`config.mk`:
```
export PLATFORM = sky130hd
export DESIGN_NAME = scpu_loader
export DESIGN_NICKNAME = d
export VERILOG_FILES = /design/src/rtl/scpu_pkg.sv /design/src/rtl/scpu_loader.sv
export SDC_FILE = /design/constraint.sdc
export NUM_CORES = 1
export LEC_CHECK = 0
export CAP_MARGIN = 5
export CORE_MARGIN = 2
export CORE_UTILIZATION = 47
export CTS_CLUSTER_DIAMETER = 40
export DETAILED_ROUTE_END_ITERATION = 10
export GPL_ROUTABILITY_DRIVEN = 0
export PLACE_DENSITY = 0.91
export SLEW_MARGIN = 25
export SYNTH_ARGS = -nofsm -noshare
export SYNTH_HDL_FRONTEND = slang
export SYNTH_SLANG_ARGS = --single-unit
```
`constraint.sdc`:
```
create_clock -name clk -period 2.8 [get_ports clk]
set_input_delay 0.28 -clock clk [delete_from_list [all_inputs] [get_ports clk]]
set_output_delay 0.28 -clock clk [all_outputs]
set_load 0.03 [all_outputs]
```
`src/rtl/scpu_pkg.sv`:
```
// scpu_pkg
//   Shared definitions for the SCPU boot path: default instruction-memory
//   geometry, the NOP fill encoding, the instruction word type and the
//   loader FSM state encoding.
package scpu_pkg;

  localparam int INS_W_DEF  = 16;
  localparam int ADDR_W_DEF = 8;
  localparam int DEPTH_DEF  = 128;

  typedef logic [INS_W_DEF-1:0] ins_word_t;

  localparam ins_word_t NOP_INS = 16'h0000;

  typedef enum logic [1:0] {
    ST_IDLE = 2'd0,
    ST_LOAD = 2'd1,
    ST_FILL = 2'd2,
    ST_RUN  = 2'd3
  } load_state_t;

endpackage

```
`src/rtl/scpu_loader.sv`:
```
// scpu_loader
//   Instruction-memory boot controller for the SCPU core. Accepts program
//   words over a valid/ready stream, writes them to consecutive memory
//   entries, pads the remaining entries with NOP and then releases the core.
//
// Ports
//   clk, rst            clock (rising edge), asynchronous active-high reset
//   start, stop         one-cycle control pulses (load request / halt core)
//   s_valid, s_ready    input stream handshake
//   s_data, s_last      program word and end-of-program marker
//   ins_index, ins_we,
//   instructs           SCPU instruction-memory write port
//   cpu_run             core released to execute
//   busy                load or NOP fill in progress
//   count               program words accepted by the last/current load
//   err_overflow        sticky: program longer than DEPTH words
module scpu_loader
  import scpu_pkg::*;
#(
  parameter int               ADDR_W = ADDR_W_DEF,
  parameter int               INS_W  = INS_W_DEF,
  parameter int               DEPTH  = DEPTH_DEF,
  parameter logic [INS_W-1:0] NOP    = INS_W'(NOP_INS)
) (
  input  logic              clk,
  input  logic              rst,
  input  logic              start,
  input  logic              stop,
  input  logic              s_valid,
  output logic              s_ready,
  input  logic [INS_W-1:0]  s_data,
  input  logic              s_last,
  output logic [ADDR_W-1:0] ins_index,
  output logic              ins_we,
  output logic [INS_W-1:0]  instructs,
  output logic              cpu_run,
  output logic              busy,
  output logic [ADDR_W:0]   count,
  output logic              err_overflow
);

  // One extra bit so the pointer can express DEPTH itself when DEPTH == 2^ADDR_W.
  localparam int              PTR_W    = ADDR_W + 1;
  localparam logic [PTR_W-1:0] LAST_PTR = PTR_W'(DEPTH - 1);

  load_state_t      state;
  load_state_t      state_next;
  logic [PTR_W-1:0] ptr;
  logic             beat;
  logic             ready_next;
  logic             busy_next;
  logic             run_next;

  assign beat = (state == ST_LOAD) && s_valid;

  always_ff @(posedge clk or posedge rst) begin
    if (rst) begin
      state <= ST_IDLE;
    end else begin
      state <= state_next;
    end
  end

  // A load ends on s_last or on the beat that fills the last entry. Filling
  // the last entry without s_last is an overflow and aborts back to IDLE.
  // busy is held through the cycle that presents the final write so that it
  // falls together with the rise of cpu_run one cycle later.
  always_comb begin
    state_next = state;
    case (state)
      ST_IDLE: begin
        if (start) state_next = ST_LOAD;
      end
      ST_LOAD: begin
        if (beat && (s_last || ptr == LAST_PTR)) begin
          if (ptr < LAST_PTR)  state_next = ST_FILL;
          else if (s_last)     state_next = ST_RUN;
          else                 state_next = ST_IDLE;
        end
      end
      ST_FILL: begin
        if (ptr == LAST_PTR) state_next = ST_RUN;
      end
      ST_RUN: begin
        if (stop) state_next = ST_IDLE;
      end
      default: state_next = ST_IDLE;
    endcase

    ready_next = (state_next == ST_LOAD);
    busy_next  = (state_next == ST_LOAD) || (state_next == ST_FILL) ||
                 ((state_next == ST_RUN) && (state != ST_RUN));
    run_next   = (state == ST_RUN) && (state_next == ST_RUN);
  end

  always_ff @(posedge clk or posedge rst) begin
    if (rst) begin
      ptr          <= '0;
      s_ready      <= 1'b0;
      ins_index    <= '0;
      ins_we       <= 1'b0;
      instructs    <= '0;
      cpu_run      <= 1'b0;
      busy         <= 1'b0;
      count        <= '0;
      err_overflow <= 1'b0;
    end else begin
      s_ready <= ready_next;
      busy    <= busy_next;
      cpu_run <= run_next;
      ins_we  <= 1'b0;

      if ((state == ST_IDLE) && start) begin
        ptr          <= '0;
        count        <= '0;
        err_overflow <= 1'b0;
      end

      if (beat) begin
        ins_we    <= 1'b1;
        ins_index <= ptr[ADDR_W-1:0];
        instructs <= s_data;
        ptr       <= ptr + PTR_W'(1);
        count     <= count + PTR_W'(1);
        if (state_next == ST_IDLE) err_overflow <= 1'b1;
      end

      if (state == ST_FILL) begin
        ins_we    <= 1'b1;
        ins_index <= ptr[ADDR_W-1:0];
        instructs <= NOP;
        ptr       <= ptr + PTR_W'(1);
      end
    end
  end

endmodule

```
==> flow_summary.yaml <==
min_path:
  hold_path_class: "in2async"
synthesis:
  synth_largest_area_cell: "sky130_fd_sc_hd__dfrtp_1"
  ys_seq_elements: 49
  synth_cell_types: 33
  yosysTopAreaCellShare: 0.567
  ys_seq_area_frac: 0.567
  netlist_instances: 189
  post_synth_main_area_contributors: "sky130_fd_sc_hd__dfrtp_1 (57%), sky130_fd_sc_hd__a22o_1 (7.3%), sky130_fd_sc_hd__nand2_1 (6.2%)"
  synth_ff_type: "sky130_fd_sc_hd__dfrtp_1"
  synth-warning-count: 0
  ys_async_sr_fraction: 1.00
  synth_edf_count: 0
  synth.net_count: 216
  synth.cell_area_sq_um: 2160
  post_synth.cell_area_avg_sq_um: 11.4
placed_design:
  post-dp-hpwl_um: 3430
  postPlaceCellArea_sq_um: 2800
  place.port_buffers: 59
timing:
  max-slew-margin-rel: 0.525
  finalWorstPathRequiredPeriod_ps: 2290
  finalCritPeriodShare: 0.818
  timing.final.hold_violations: 0
  clock-skew-final_ps: 8.46
  fmaxAchievable_mhz: 437
  rsz_0062_raised_after_global_routing: "no"
  timing.final.setup_violations: 0
  tns_ps: 0
  tightest_slew_ps: 711
  finalMaxSlewViolations: 0
detailed_routing:
  finalWirelength_um: 4660
  drt_iter0_markers: 105
  detail_route.wl_per_cell_um: 15.4
  route.detailed.drc: 0
  count_of_nets_left_with_antenna_violations_after_detail_routing: 0
  num_vias: 1629
  drt_first_pass_iters: 4
  post_dr_vias_cell: 5.38
power:
  worst_ir_drop_vdd_uv: 553
  power.share.combinational: 0.481
  power.net_switching_mw: 1.21
  cellPowerDensity_nw_per_um2: 1000
  seq_power_share: 0.382
  clock_power_share: 0.137
  cellLeakagePower_nw: 1.34
  internal_power_mw: 1.67
  netSwitchingFraction: 0.420
critical_path:
  cp.required_ps: 2990
  timing.critical_path.slowest_stage_cell: "sky130_fd_sc_hd__dfrtp_1"
  crit_path_frequent_cell: "sky130_fd_sc_hd__ha_1"
  endpoint_kind: "register"
  worst_ep_arrival_time_ps: 2480
  timing.critical_path.max_delay_family: "compound AO/OA/AOI/OAI gates"
  max_stage_delay_ps: 420
  timing.critical_path.cells: "ha_1, nand2_1, nor4_4, a311oi_2, a211o_1, ha_1, a21o_1"
  crit_path_max_fanout: 5
  worstPathBufferInverterCount: 0
  critPathKind: "reg2reg"
  category_of_the_worst_setup_path_launch_point: "register"
clock_network:
  tritoncts: "yes"
  cts-resized-gates: 0
  clock_pin_slew_on_the_worst_setup_and_hold_paths_ps: 90
  cts.sink_count: 49
  clock_path_buffers: 2
  post_cts_setup_inserts: 0
  clock_latency_ps: 300
  numCtsBuffers: 5
  cts_htree_levels: 2
  cts_hold_buffers: 0
  cts-root-buf: "sky130_fd_sc_hd__clkbuf_8"
global_route:
  grt_max_degree: 22
  overflow_after_grt: 0
  number_of_antenna_violations_at_the_first_check_in_global_routing: 0
  first_pass_grt_wire_length_um: 7980
  grt_pass1_vias: 1662
  grt_usage: 0.201
outcome:
  status: "finished clean"
finish:
  syn_to_final_growth_pct: 33.0
  most-common-layout-cells: "sky130_fd_sc_hd__clkdlybuf4s50_1 (59), sky130_fd_sc_hd__dfrtp_1 (49), sky130_fd_sc_hd__nand2_1 (36), sky130_fd_sc_hd__a22o_1 (18)"
  diodes: 0
  post_route_cells_drive_above_1_share: 0.0837
  nNetsFinal: 277
  final_core_utilization: 0.656
  post-route-cell-area_sq_um: 2880
  final_common_cell: "sky130_fd_sc_hd__clkdlybuf4s50_1"
  final.fill_count: 356
die:
  core_sq_um: 4380
  io-pin-count: 60
  initial_utilization: 0.493
  fp.dieArea_sq_um: 5160
  die_w_um: 71.8
  placement_rows: 24
  die_y_um: 71.8
job:
  maxCapViolations: 0
flip-flops by register name (all words and copies together) (netlist names):
name,cells
count,9
instructs,16
ptr,9
s_ready,1
busy,1
ins_we,1
state,2
ins_index,8
cpu_run,1
err_overflow,1
worst paths after layout:
| kind | slack, ps | from | to | cells past startpoint |
|---|---|---|---|---|
| worst max-delay path | 510 | ptr[0] | busy | 7 |
| worst min-delay path | 290 | rst | instructs[9] | 2 |
| worst max register to register | 510 | ptr[0] | busy | 7 |
| worst min register to register | 470 | ins_index[5] | ins_index[5] | 2 |
| max in group asynchronous | 1920 | rst | ins_we | 3 |
| min in group clk | 470 | ins_index[5] | ins_index[5] | 2 |
metal layers:
| layer | routed length (um) | global-route usage | vias to the layer above |
|---|---|---|---|
| met4 | 93 | 0.0901 | 0 |
| li1 | - | - | 791 |
| met5 | 0 | 0 | - |
| met2 | 2350 | 0.311 | 41 |
| met3 | 181 | 0.0478 | 8 |
| met1 | 2040 | 0.272 | 789 |
power groups by stage:
stage               clock network [mW]  logic [mW]  registers [mW]
floorplan                            0       0.592            1.41
global placement                     0        1.36            1.11
detailed placement                   0        1.40            1.11
CTS                              0.410        1.40            1.10
global route                     0.433        1.50            1.14
finish                           0.394        1.39            1.10
synthesized netlist by cell type, types with 3 or more instances:
library cell,count
sky130_fd_sc_hd__a22o_1,18
sky130_fd_sc_hd__mux2i_1,7
sky130_fd_sc_hd__inv_1,5
sky130_fd_sc_hd__buf_4,4
sky130_fd_sc_hd__a211oi_1,3
sky130_fd_sc_hd__xnor2_1,4
sky130_fd_sc_hd__and3_1,3
sky130_fd_sc_hd__nand2_1,36
sky130_fd_sc_hd__nand3_1,3
sky130_fd_sc_hd__nand4_1,8
sky130_fd_sc_hd__buf_2,3
sky130_fd_sc_hd__ha_1,5
sky130_fd_sc_hd__o21ai_0,8
sky130_fd_sc_hd__nor2_1,9
sky130_fd_sc_hd__dfrtp_1,49
kinds of logic (layout without fill, tap and decap cells):
| group | count (synthesis) | after routing | synth area share |
|---|---|---|---|
| buffers and inverters | 15 | 77 | 0.0382 |
| xor gates and xnor gates | 4 | 4 | 0.0162 |
| adders and majority gates | 5 | 5 | 0.0289 |
| AOI/OAI and AO/OA | 40 | 40 | 0.152 |
| muxes | 7 | 7 | 0.0324 |
| DFF | 49 | 49 | 0.567 |
| and+or+nand+nor | 69 | 69 | 0.165 |
layout make-up:
type / count / area [sq um] / area share
Clock inverter: 2 / 10.0 / 0.00348
Multi-Input combinational cell: 125 / 857 / 0.298
Timing Repair Buffer: 64 / 628 / 0.218
Sequential cell: 49 / 1230 / 0.426
Inverter: 5 / 18.8 / 0.00652
Tap cell: 52 / 65.1 / 0.0226
Clock buffer: 6 / 72.6 / 0.0252
metrics by stage:
| step | power [mW] | hold slack [ps] | setup WS (ps) | instances |
|---|---|---|---|---|
| 3_5_place_dp | 2.51 | 455 | 536 | 295 |
| 3_3_place_gp | 2.47 | 453 | 663 | 295 |
| 4_1_cts | 2.92 | 293 | 513 | 303 |
| 2_1_floorplan | 2.00 | 420 | 768 | 189 |
| 5_1_grt | 3.07 | 338 | 376 | 303 |
| 6_report | 2.89 | 285 | 509 | 303 |
(Power assumes the default switching activity.)
==> patch 1, RTL diff (config.mk and constraints unchanged) <==
The 4 states of `load_state_t` get a one-hot encoding in 4 bits.
--- a/src/rtl/scpu_pkg.sv
+++ b/src/rtl/scpu_pkg.sv
@@ -14,7 +14,7 @@
 
-  typedef enum logic [1:0] {
-    ST_IDLE = 2'd0,
-    ST_LOAD = 2'd1,
-    ST_FILL = 2'd2,
-    ST_RUN  = 2'd3
+  typedef enum logic [3:0] {
+    ST_IDLE = 4'b0001,
+    ST_LOAD = 4'b0010,
+    ST_FILL = 4'b0100,
+    ST_RUN  = 4'b1000
   } load_state_t;
Formal check against the unedited RTL: no difference found for any inputs over 10 cycles, from zero or initial values and one cycle with rst high; not proved beyond that.
==> patch 1 against the unedited design <==
First-iteration DRC count grew 88%. Sequential power is 8% lower. Design area grew 7.1%. Hold slack gained 0.17 ns. Non-clock buffer count unchanged. Worst setup slack better by 0.27 ns. Routed wire length is 15% higher. Synthesized cell count up 29%. Die area grew 8.2%. Sequential cell count up 2. Total power fell by 14%. Synthesized area grew 8.7%. Critical endpoint is now count[6]. Largest cell class unchanged.
==> patch 1: results (changes against the unedited design) <==
metric	value	unit	change
Peak VDD IR	0.0004449	V	-20%
DR WL/cell	14.56	um	-5.3%
vias in the first global route	1913		+15%
via-per-instance ratio	5.408		+0.58%
status	finished clean		
Syn Area/Cell	9.640	um^2	-16%
combinational group power	961	uW	-31%
top cells by area, synth	dfrtp_1, nand2_1, a21oi_1, nand3_1, mux2i_1		
fill cell count	405		+14%
Adder-Cell Fraction of Synth Area	1.064	%	-1.8 points
Multi-input comb cells	176		+41%
Total Routed Length	5.358	mm	+15%
area grow syn2layout	31.06	%	
largest net degree at the start of global routing	52		+140%
FF+latch count, synth	51		+4.1%
Post-Synth XOR/XNOR Area	0.3723	%	-1.2 points
Worst EP arrival	2.20	ns	-0.28 ns
Static Leak	0.001355	uW	+0.94%
Compound-Gate Fraction of Synth Area	12.02	%	-3.2 points
Post-Syn Nets	268		+24%
layout cells sized above 1	6.977	%	-1.4 points
pre-CTS WS	0.7110	ns	+0.1746 ns
Tot GR Track Use	20.64	%	+0.50 points
top cells by count, synth	nand2_1, dfrtp_1, a21oi_1		
Flop+latch power	1010	uW	-8%
non-clk buf share	20.37	%	-1.5 points
crit-path max FO	27		+22
first-pass GRT wire length	8.763	mm	+9.8%
patch 1: changes by cell type after synthesis, sizes merged, moves of 5 or more:
cell,unedited run,this run
nand2,36,78
a21oi,2,20
a22o,18,0
nand3,3,14
nand4,8,1
o31ai,0,6
nor2,9,4
patch 1: worst paths after layout:
kind                                   start            to  slack (ns)  cells past startpoint
worst max-delay path                state[3]      count[6]        0.78                      4
worst min-delay path                     rst  ins_index[7]        0.45                      3
worst max register to register      state[3]      count[6]        0.78                      4
worst min register to register  err_overflow  err_overflow        0.48                      2
max in group asynchronous                rst      count[1]        1.92                      3
min in group clk                err_overflow  err_overflow        0.48                      2
patch 1: routing by layer:
| layer | global-route usage (%) | part of all wire (%) | vias up |
|---|---|---|---|
| li1 | - | - | 962 |
| met1 | 26.33 | 43 | 963 |
| met2 | 35.40 | 51 | 55 |
| met3 | 3.347 | 4.3 | 10 |
| met4 | 7.937 | 1.7 | 0 |
| met5 | 0 | 0 | - |
==> patch 2, RTL diff (same flow settings) <==
Without the edit above. Set the package constant `INS_W_DEF` to 24 (it was 16).
--- a/src/rtl/scpu_pkg.sv
+++ b/src/rtl/scpu_pkg.sv
@@ -6,3 +6,3 @@
 
-  localparam int INS_W_DEF  = 16;
+  localparam int INS_W_DEF  = 24;
   localparam int ADDR_W_DEF = 8;
Ports: changed (resized instructs and s_data); port bits go from 60 to 76. The function was not compared with the original's and may differ.
==> patch 2 against the unedited design <==
Design area increased by 19%. Sequential cell count increased by 8. Total power up 31%. Fmax increased by 10%. Routed wire length rose by 26%. Sequential power rose by 17%. Synthesized area grew 12%. Worst setup slack better by 0.21 ns. Die area grew 12%. Largest cell class unchanged.
==> patch 2: results (changes against the unedited design) <==
metric	value	unit	change
Static Leak	0.001595	uW	+19%
worst slew pin tran	0.7317	ns	+0.02081 ns
post-synth top area share	58.64	%	+2.0 points
synth warn	0		unchanged
H-tree levels	3		+1
via-per-instance ratio	5.413		+0.68%
layout cells sized above 1	8.247	%	-0.12 points
Iteration-0 DRC Markers	96		-8.6%
GRT met3 Usage	6.071	%	+1.3 points
dpl hpwl	4.047	mm	+18%
clk_skew	0.007720	ns	-0.0007422 ns
CTS buffer count	9		+4
port bufs	75		+27%
Tot GR Track Use	21.62	%	+1.5 points
top cells by area, synth	dfrtp_1, a22o_1, nand2_1, ha_1, mux2i_1		
R2R depth	5		-2
first-pass GRT wire length	9.784	mm	+23%
Peak VDD IR	0.0004562	V	-17%
vias in the first global route	1988		+20%
delay-heaviest family, CP	compound AO/OA/AOI/OAI gates		
pre-CTS WS	0.5393	ns	+0.002902 ns
CP max stage cell	dfrtp_1		
Post-Syn Nets	244		+13%
crit-path max FO	36		+31
Root Driver	clkbuf_8		
Cell Area, Placed	3221	um^2	+15%
fin nets	323		+17%
Total Routed Length	5.857	mm	+26%
Worst EP arrival	2.29	ns	-0.19 ns
largest net degree at the start of global routing	37		+68%
fill cell count	370		+3.9%
worst skew pair latency	0.33	ns	+0.03 ns
register area share after synthesis	58.64	%	+2.0 points
top cells by count, synth	dfrtp_1, nand2_1, a22o_1		
Distinct cells, synth	33		unchanged
met1 usage	27.58	%	+0.40 points
clock transition at the registers of the reported paths	0.07	ns	-0.02 ns
routing usage on met2	34.64	%	+3.6 points
largest registers	instructs: 24 flops, count: 9 flops, ptr: 9 flops		
status	finished clean		
crit-path max cell delay	0.57	ns	+0.15 ns
DRT Pass-1 Iters	4		unchanged
ANT nets after route	0		unchanged
patch 2: final timing paths:
kind	to	slack, ns	start
worst min register to register	ins_index[3]	0.47	ins_index[3]
worst max-delay path	ptr[7]	0.72	state[1]
worst min-delay path	instructs[10]	0.28	rst
worst max register to register	ptr[7]	0.72	state[1]
max in group asynchronous	ins_index[0]	1.72	rst
min in group clk	ins_index[3]	0.47	ins_index[3]
patch 2: cell type report:
cell class                      count  area [um^2]  area share (%)
Sequential cell                    57         1426           41.50
Multi-Input combinational cell    135        903.4           26.28
Timing Repair Buffer               79        780.7           22.72
Clock buffer                       11        151.4           4.405
Tap cell                           70        87.58           2.548
Clock inverter                      3        65.06           1.893
Inverter                            6        22.52          0.6553
patch 2: where the power goes:
group          total, uW  internal, uW  switching, uW  leakage (uW)
registers           1290          1070            212      0.000748
logic               1640           691            952      0.000735
clock network        839           538            301      0.000111
patch 2: logic make-up after synthesis:
family	count (synthesis)	synth area share [%]
and+or+nand+nor	70	14.20
buffers and inverters	17	4.218
xor gates and xnor gates	2	0.7203
adders and majority gates	5	2.572
AOI/OAI and AO/OA	53	17.59
DFF	57	58.64
muxes	5	2.058
patch 2: metrics by stage:
| step | instances | utilization, % | hold slack (ns) |
|---|---|---|---|
| finish | 361 | 68.16 | 0.2759 |
| global route | 361 | 68.16 | 0.3233 |
| CTS | 361 | 68.16 | 0.2797 |
| detailed placement | 347 | 63.87 | 0.4594 |
| global placement | 347 | 63.87 | 0.4504 |
| floorplan | 209 | - | 0.4197 |
patch 2: metal layers:
layer,wire length [um],vias to the layer above
li1,-,911
met3,294,8
met1,2603,955
met4,99,0
met2,2860,80
met5,0,-
